### src/rtl/apb4_slave_mem_ws.sv
// APB4 completer backed by a word-addressed memory with byte strobes.
// Each transfer can have a fixed or LFSR-driven number of wait states, and faults are reported on PSLVERR.
module apb4_slave_mem_ws #(
  parameter int          ADDR_WIDTH = 12,
  parameter int          DATA_WIDTH = 32,
  parameter int          DEPTH      = 16,
  parameter int          MAX_WAIT   = 7,
  parameter int          WAIT_W     = 3,
  parameter int          PRIV_WORDS = 4,
  parameter logic [7:0]  RAND_SEED  = 8'hA5
) (
  input  logic                      PCLK,
  input  logic                      PRESET,
  input  logic                      PSEL,
  input  logic                      PENABLE,
  input  logic                      PWRITE,
  input  logic [ADDR_WIDTH-1:0]     PADDR,
  input  logic [DATA_WIDTH-1:0]     PWDATA,
  input  logic [DATA_WIDTH/8-1:0]   PSTRB,
  input  logic [2:0]                PPROT,
  output logic [DATA_WIDTH-1:0]     PRDATA,
  output logic                      PREADY,
  output logic                      PSLVERR,
  input  logic [WAIT_W-1:0]         cfg_wait,
  input  logic                      cfg_rand
);

  localparam int NBYTES = DATA_WIDTH / 8;
  localparam int B      = $clog2(NBYTES);
  localparam int IDX_W  = (DEPTH > 1) ? $clog2(DEPTH) : 1;
  localparam logic [ADDR_WIDTH-1:0] ALIGN_MASK = ADDR_WIDTH'((1 << B) - 1);

  // The bus SETUP phase is decoded directly from PSEL/PENABLE. The edge that
  // closes it latches the request, so a zero-wait transfer takes two cycles.
  typedef enum logic {IDLE, ACCESS} state_t;

  state_t                  state;
  logic [WAIT_W-1:0]       cnt;
  logic [7:0]              lfsr;
  logic [IDX_W-1:0]        idx_q;
  logic                    write_q;
  logic                    err_q;
  logic [DATA_WIDTH-1:0]   mem [DEPTH];

  logic                    setup_phase;
  logic [ADDR_WIDTH-1:0]   idx_full;
  logic [IDX_W-1:0]        idx_d;
  logic                    err_d;
  logic [WAIT_W-1:0]       wait_src;
  logic [WAIT_W-1:0]       wait_d;
  logic                    lfsr_fb;
  logic                    unused_prot;

  assign setup_phase = PSEL && !PENABLE;
  assign idx_full    = PADDR >> B;
  assign idx_d       = idx_full[IDX_W-1:0];
  assign err_d       = (|(PADDR & ALIGN_MASK))
                    || (idx_full >= ADDR_WIDTH'(DEPTH))
                    || (PWRITE && !PPROT[0] && (idx_full < ADDR_WIDTH'(PRIV_WORDS)));

  assign wait_src = cfg_rand ? lfsr[WAIT_W-1:0] : cfg_wait;
  assign wait_d   = (wait_src > WAIT_W'(MAX_WAIT)) ? WAIT_W'(MAX_WAIT) : wait_src;

  // Fibonacci taps for x^8+x^6+x^5+x^4+1. The polynomial is maximal-length, so the register never reaches zero.
  assign lfsr_fb = lfsr[7] ^ lfsr[5] ^ lfsr[4] ^ lfsr[3];

  assign PREADY      = (state == ACCESS) && (cnt == '0);
  assign PSLVERR     = PREADY && err_q;
  assign unused_prot = ^PPROT[2:1];

  always_ff @(posedge PCLK or posedge PRESET) begin
    if (PRESET) begin
      state   <= IDLE;
      cnt     <= '0;
      lfsr    <= RAND_SEED;
      idx_q   <= '0;
      write_q <= 1'b0;
      err_q   <= 1'b0;
      PRDATA  <= '0;
      // NOTE: the memory is cleared by reset here, so it is built as flops and not as a RAM macro.
      for (int i = 0; i < DEPTH; i++) mem[i] <= '0;
    end else begin
      lfsr <= {lfsr[6:0], lfsr_fb};
      case (state)
        IDLE: begin
          if (setup_phase) begin
            idx_q   <= idx_d;
            write_q <= PWRITE;
            err_q   <= err_d;
            cnt     <= wait_d;
            state   <= ACCESS;
            if (!PWRITE) PRDATA <= err_d ? '0 : mem[idx_d];
          end
        end
        ACCESS: begin
          if (!PSEL) begin
            state <= IDLE;
          end else if (PENABLE) begin
            if (cnt != '0) begin
              cnt <= cnt - WAIT_W'(1);
            end else begin
              if (write_q && !err_q) begin
                for (int i = 0; i < NBYTES; i++)
                  if (PSTRB[i]) mem[idx_q][8*i +: 8] <= PWDATA[8*i +: 8];
              end
              state <= IDLE;
            end
          end
        end
        default: state <= IDLE;
      endcase
    end
  end

endmodule

### config.mk
export PLATFORM = sky130hd
export DESIGN_NAME = apb4_slave_mem_ws
export DESIGN_NICKNAME = d
export VERILOG_FILES = /design/src/rtl/apb4_slave_mem_ws.sv
export SDC_FILE = /design/constraint.sdc
export NUM_CORES = 1
export LEC_CHECK = 0
export ABC_AREA = 1
export CAP_MARGIN = 10
export CORE_ASPECT_RATIO = 0.7
export CORE_MARGIN = 4
export CORE_UTILIZATION = 53
export DETAILED_ROUTE_END_ITERATION = 10
export GPL_ROUTABILITY_DRIVEN = 1
export HOLD_SLACK_MARGIN = 0.1
export PLACE_DENSITY = 0.78
export SLEW_MARGIN = 20
export SYNTH_ARGS = -nofsm -noshare
export SYNTH_HDL_FRONTEND = slang
export SYNTH_SLANG_ARGS = --single-unit
### constraint.sdc
create_clock -name PCLK -period 49.8 [get_ports PCLK]
set_clock_uncertainty 0.2 [all_clocks]
set_input_delay 9.96 -clock PCLK [delete_from_list [all_inputs] [get_ports PCLK]]
set_output_delay 9.96 -clock PCLK [all_outputs]
set_load 0.01 [all_outputs]
==> results of run 1 <==
[per-layer routing]
metal	vias to the layer above	GRT usage (%)	routed length (um)
met5	-	0	0
met4	0	7.376	1744
met3	142	4.723	6510
met2	1064	41.01	30730
met1	10470	38.40	29290
li1	9995	-	-
[cells by family (layout without fill, tap and decap cells)]
kind of cell    Yosys count  in the layout  share of synthesized area, %
xor+xnor                  4              4                        0.1363
flops                   562            562                         54.73
fa+ha+maj                 2              2                       0.09733
buf+inv                 268            256                         5.573
simple gates           1709           1709                         28.88
compound gates          527            527                         10.59
[power by group]
group          internal [W]  switching, W
logic             0.0000159     0.0000516
registers          0.000459    0.00000169
clock network      0.000236      0.000174
total              0.000710      0.000227
[placed cells by master, fill, tap and decap left out, types with 2 or more instances in the layout]
master              n
o21ai_0           201
nand2_1          1144
buf_4              14
nor2_4              2
ha_1                2
o21ai_1           300
dfrtp_1           558
nand2_4            40
inv_1              50
inv_6               3
clkdlybuf4s50_1    87
buf_2               2
bufinv_16           5
clkbuf_16          52
a22oi_1             2
nand3_1           479
dfstp_2             4
o22ai_1             2
inv_2               2
o21ai_2            20
nor2_1             34
clkinv_2           11
xnor2_1             3
buf_16              2
clkbuf_1           10
clkbuf_8           13
nor2_8              4
[flip-flops by register name, summed over array words and instances, names as in the netlist]
| name | count |
|---|---|
| mem | 512 |
| write_q | 1 |
| cnt | 3 |
| err_q | 1 |
| state | 1 |
| lfsr | 8 |
| idx_q | 4 |
| PRDATA | 32 |
[layout make-up]
cell class | instances | area share [%]
well taps | 655 | 2.911
clock inverters | 19 | 0.8487
clock buffers | 74 | 5.341
flip-flops and latches | 562 | 49.96
multi-input cells | 2242 | 36.29
repair buffers | 108 | 3.857
inverters | 55 | 0.7865
[worst paths after layout]
check | from | to | cells after the start
worst max-delay path | PADDR[2] | PRDATA[28] | 10
min in group asynchronous | PRESET | mem[28] | 2
max in group asynchronous | PRESET | mem[207] | 6
worst min-delay path | lfsr[6] | lfsr[7] | 0
worst max register to register | cnt[0] | mem[107] | 8
worst min register to register | lfsr[6] | lfsr[7] | 0
[metrics by stage]
| stage | power [W] | instance area (sq um) |
|---|---|---|
| global route | 0.0009676 | 28160 |
| finish | 0.0009372 | 28160 |
| global placement | 0.0005325 | 26360 |
| floorplan | 0.0005123 | 25710 |
| detailed placement | 0.0005350 | 26360 |
| CTS | 0.0009416 | 28100 |
[critical path, stage by stage]
cell,delay [ps]
clkbuf_8,400
inv_6,920
buf_4,770
buf_4,730
nand2_1,100
nand3_1,110
nand3_1,180
nand3_1,170
nand3_1,120
nand2_1,90
==> flow_metrics.env, run 1 <==
export IMPL_status="finished clean"
export IMPL_post_cts_buffers=0
export IMPL_cts_sinks=562
export IMPL_synth_edff_count=0
export IMPL_ys_ff_latch=562
export IMPL_p_leak_nw=13.08
export IMPL_regArea_sq_mm=0.01407
export IMPL_port_buffers=91
export IMPL_ys_async_sr_fraction_pct=100.0
export IMPL_crit_arrival_ps=13720
export IMPL_drv_slew=0
export IMPL_gp_congestion=0.8419
export IMPL_syn_nets=3134
export IMPL_antenna_found_initial=0
export IMPL_post_route_period_util_pct=26.90
export IMPL_timing_final_ws_setup_ps=36400
export IMPL_num_antenna_cells=0
export IMPL_fin_util_pct=58.82
export IMPL_track_usage_pct=26.30
export IMPL_syn2layout_area_growth_pct=9.530
export IMPL_yosysTopAreaCell="dfrtp_1"
export IMPL_grt_pass1_wl_um=111200
export IMPL_ys_flop_type="dfrtp_1"
export IMPL_cts_tree="yes"
export IMPL_min_period_ps=13400
export IMPL_rows=67
export IMPL_cts_htree_levels=2
export IMPL_nFillCells=4022
export IMPL_syn_avg_cell_area_sq_um=8.368
export IMPL_synth_area_top_cells="dfrtp_1, nand2_1, nand3_1"
export IMPL_dr_pass1_iters=5
export IMPL_numCtsBuffers=51
export IMPL_wl_per_cell_um=18.38
export IMPL_initial_core_util_pct=53.71
export IMPL_crit_path_end_kind="register"
export IMPL_layout_drive_gt1_share_pct=5.980
export IMPL_nets=3082
export IMPL_slew_headroom_pct=30.69
export IMPL_ir_drop_v=0.00003308
export IMPL_r2r_setup_slack_ps=47000
export IMPL_cts_hold_buf=0
export IMPL_required_ps=50130
export IMPL_boundaryPins=94
export IMPL_yosysMostFrequentCell="nand2_1"
export IMPL_hold_viol=0
export IMPL_worst_slew_pin_slew_ps=1040
export IMPL_insertion_delay_ps=590
export IMPL_grt_pass1_vias=20770
export IMPL_path_clk_slew_ps=60
export IMPL_yosysTopAreaCellShare_pct=54.32
export IMPL_vias=21670
export IMPL_dpl_hpwl_um=39940
export IMPL_stdcell_count=3715
export IMPL_drc=0
export IMPL_synth_area_sq_mm=0.02571
export IMPL_start_kind="input port"
export IMPL_die_area_sq_mm=0.05215
export IMPL_cts_root_buf="clkbuf_16"
export IMPL_rsz0062_at_grt="false"
export IMPL_preCtsSetupSlack_ps=35630
export IMPL_synth_common_cells="nand2_1, dfrtp_1, nand3_1, o21ai_1, o21ai_0"
export IMPL_synthCells=3072
export IMPL_hold_ws_ps=175.5
export IMPL_drt_initial_drc_count=2745
export IMPL_synth_seq_area_share_pct=54.73
export IMPL_yosys_warnings=0
export IMPL_grt_overflow_total=0
export IMPL_multi_input_area_sq_mm=0.01022
export IMPL_die_h_um=192.3
export IMPL_grt_max_degree=196
export IMPL_setup_viol=0
export IMPL_crit_type="in2reg"
export IMPL_chipWidth_um=271.2
export IMPL_dp_cells=3620
export IMPL_maxCapViolations=0
export IMPL_post_cts_resized=0
export IMPL_final_setup_tns_ps=0
export IMPL_clockBufferDepth=3
export IMPL_worstHoldPathType="reg2reg"
export IMPL_core_area_sq_mm=0.04787
export IMPL_routed_wl_um=68270
export IMPL_p_per_area_mw_per_mm2=33.28
export IMPL_crit_fanout=127
export IMPL_viasPerCell=5.833
export IMPL_antenna_left=0
export IMPL_yosysUniqueCellTypes=31
export IMPL_fmax_mhz=74.64
Note: power is estimated with default switching activity, not from simulation.
==> run 2, diff against run 1 <==
==> constraint.sdc (replaced) <==
create_clock -name PCLK -period 13.65 [get_ports PCLK]
set_clock_uncertainty 0.2 [all_clocks]
set_input_delay 2.73 -clock PCLK [delete_from_list [all_inputs] [get_ports PCLK]]
set_output_delay 2.73 -clock PCLK [all_outputs]
set_load 0.01 [all_outputs]
==> run 2 against run 1 <==
Effect of this change:
- worst hold slack lost 24 ps
- via count is essentially flat
- total power grew to 3.6 times the previous value
- clock power grew to 3.4 times the previous value
- critical endpoint is now mem[371]
- largest cell class unchanged
==> flow_metrics.env, run 2 (synthesis results as in run 1) <==
export IMPL_status="finished clean"
export IMPL_grt_pass1_wl_um=112000
export IMPL_antenna_found_initial=0
export IMPL_crit_chain="clkdlybuf4s50_1 > clkinvlp_4 > buf_6 > buf_12 > buf_16 > buf_4"
export IMPL_rows=67
export IMPL_die_h_um=192.3
export IMPL_die_area_sq_mm=0.05215
export IMPL_max_stage_delay_ps=700
export IMPL_crit_end="mem[371]"
export IMPL_mostFrequentLayoutCells="nand2_1, dfrtp_1, nand3_1"
export IMPL_wl_met2_um=31780
export IMPL_setup_viol=0
export IMPL_r2r_start="state"
export IMPL_core_area_sq_mm=0.04787
export IMPL_seqPwrFrac_pct=50.3
export IMPL_start_kind="input port"
export IMPL_combPwrFrac_pct=7.5
export IMPL_crit_fanout=106
export IMPL_top_layer="met4"
export IMPL_route_met3_wl_um=6333
export IMPL_crit_type="in2async"
export IMPL_largest_register="mem"
export IMPL_antenna_left=0
export IMPL_port_buffers=91
export IMPL_final_common_cell="nand2_1"
export IMPL_cts_root_buf="clkbuf_16"
export IMPL_grt_max_degree=198
export IMPL_num_antenna_cells=0
export IMPL_top_regs="mem (512), PRDATA (32), lfsr (8)"
export IMPL_dr_pass1_iters=6
export IMPL_cts_hold_buf=0
export IMPL_power_share_clock_pct=42.1
export IMPL_vias=21680
export IMPL_track_usage_pct=26.48
export IMPL_drt_met1_wl_um=29260
export IMPL_drv_slew=0
export IMPL_viasPerCell=5.840
export IMPL_numCtsBuffers=51
export IMPL_path_clk_slew_ps=60
export IMPL_r2r_end="PRDATA[19]"
export IMPL_slowest_stage="buf_4"
export IMPL_ir_drop_v=0.0001196
export IMPL_grt_overflow_total=0
export IMPL_crit_cells=6
export IMPL_grt_pass1_vias=21130
export IMPL_insertion_delay_ps=580
export IMPL_layout_drive_gt1_share_pct=5.757
export IMPL_p_per_area_mw_per_mm2=118.9
export IMPL_rr_worst_depth=5
export IMPL_nets=3084
export IMPL_syn2layout_area_growth_pct=9.096
export IMPL_slew_headroom_pct=19.45
export IMPL_worstSetupStartpoint="PRESET"
export IMPL_clockBufferDepth=3
export IMPL_routed_wl_um=68970
export IMPL_min_period_ps=5395
export IMPL_rsz0062_at_grt="false"
export IMPL_drt_initial_drc_count=2824
export IMPL_cts_sinks=562
export IMPL_hold_viol=0
export IMPL_crit_path_end_kind="async pin"
export IMPL_intPower_w=0.002523
export IMPL_required_ps=14070
export IMPL_gp_congestion=0.8420
export IMPL_dpl_hpwl_um=40770
export IMPL_largest_register_ffs=512
export IMPL_worstHoldPathType="reg2reg"
export IMPL_cts_htree_levels=2
export IMPL_post_route_period_util_pct=39.52
export IMPL_final_setup_tns_ps=0
export IMPL_maxCapViolations=0
export IMPL_post_cts_buffers=0
export IMPL_worst_slew_pin_slew_ps=1204
export IMPL_crit_arrival_ps=5810
export IMPL_switching_share_pct=24.35
export IMPL_r2r_setup_slack_ps=10730
export IMPL_crit_buf_inv=6
export IMPL_chipWidth_um=271.2
export IMPL_p_leak_nw=13.01
export IMPL_cts_tree="yes"
export IMPL_cp_top_family="buffers and inverters"
export IMPL_fmax_mhz=185.4
export IMPL_nFillCells=4052
export IMPL_boundaryPins=94
export IMPL_dpl_instance_area_sq_mm=0.02637
export IMPL_p_sw_w=0.0008120
export IMPL_drc=0
export IMPL_stdcell_area_sq_mm=0.02805
export IMPL_initial_core_util_pct=53.71
export IMPL_post_cts_resized=0
export IMPL_wl_per_cell_um=18.58
-- run 2: cell types whose count changed in the layout (fill, tap and decap cells not counted) --
cell	change
clkinv_8	-1
clkinv_2	-6
clkinvlp_4	+1
nand3_2	-1
clkbuf_16	-1
buf_4	+1
bufinv_16	-3
buf_6	+1
inv_8	-1
nand3_4	+1
nor2_1	-2
nor2_2	+2
clkbuf_1	+6
-- run 2: how the worst min path moves through the flow --
stage | start | endpoint | slack, ps | depth (start not counted)
floorplan | lfsr[6] | lfsr[7] | 130 | 0
global placement | lfsr[6] | lfsr[7] | 140 | 0
global route | lfsr[6] | lfsr[7] | 160 | 0
detailed placement | lfsr[6] | lfsr[7] | 140 | 0
finish | lfsr[6] | lfsr[7] | 150 | 0
CTS | lfsr[6] | lfsr[7] | 150 | 0
-- run 2: metrics by stage --
step,std cells,utilization [%],setup slack [ps],hold WS [ps],power (W)
CTS,3710,58.43,7899,153.8,0.003349
finish,3712,58.59,8255,151.2,0.003335
detailed placement,3622,55.08,7295,138.7,0.001954
global route,3712,58.59,7799,156.6,0.003449
floorplan,3072,-,3072,133.0,0.001870
global placement,3622,55.08,7447,142.2,0.001946
-- run 2: cell type report --
cell class / instances / area (sq um) / area share (%)
Inverter: 55 / 217.7 / 0.7763
Clock buffer: 79 / 1501 / 5.354
Tap cell: 655 / 819.5 / 2.922
Sequential cell: 562 / 14070 / 50.16
Multi-Input combinational cell: 2242 / 10230 / 36.48
Clock inverter: 9 / 102.6 / 0.3658
Timing Repair Buffer: 110 / 1105 / 3.939
-- run 2: power groups by stage --
stage          Combinational, W  Clock (W)  Sequential, W
2_1_floorplan          0.000159          0        0.00171
3_3_place_gp           0.000237          0        0.00171
6_report               0.000250    0.00141        0.00168
3_5_place_dp           0.000245          0        0.00171
4_1_cts                0.000246    0.00142        0.00168
5_1_grt                0.000273    0.00150        0.00168
-- run 2: per-layer routing --
layer | up-vias | GRT usage [%]
li1 | 9995 | -
met1 | 10520 | 37.38
met2 | 1026 | 42.57
met3 | 138 | 4.996
met4 | 0 | 7.476
met5 | - | 0
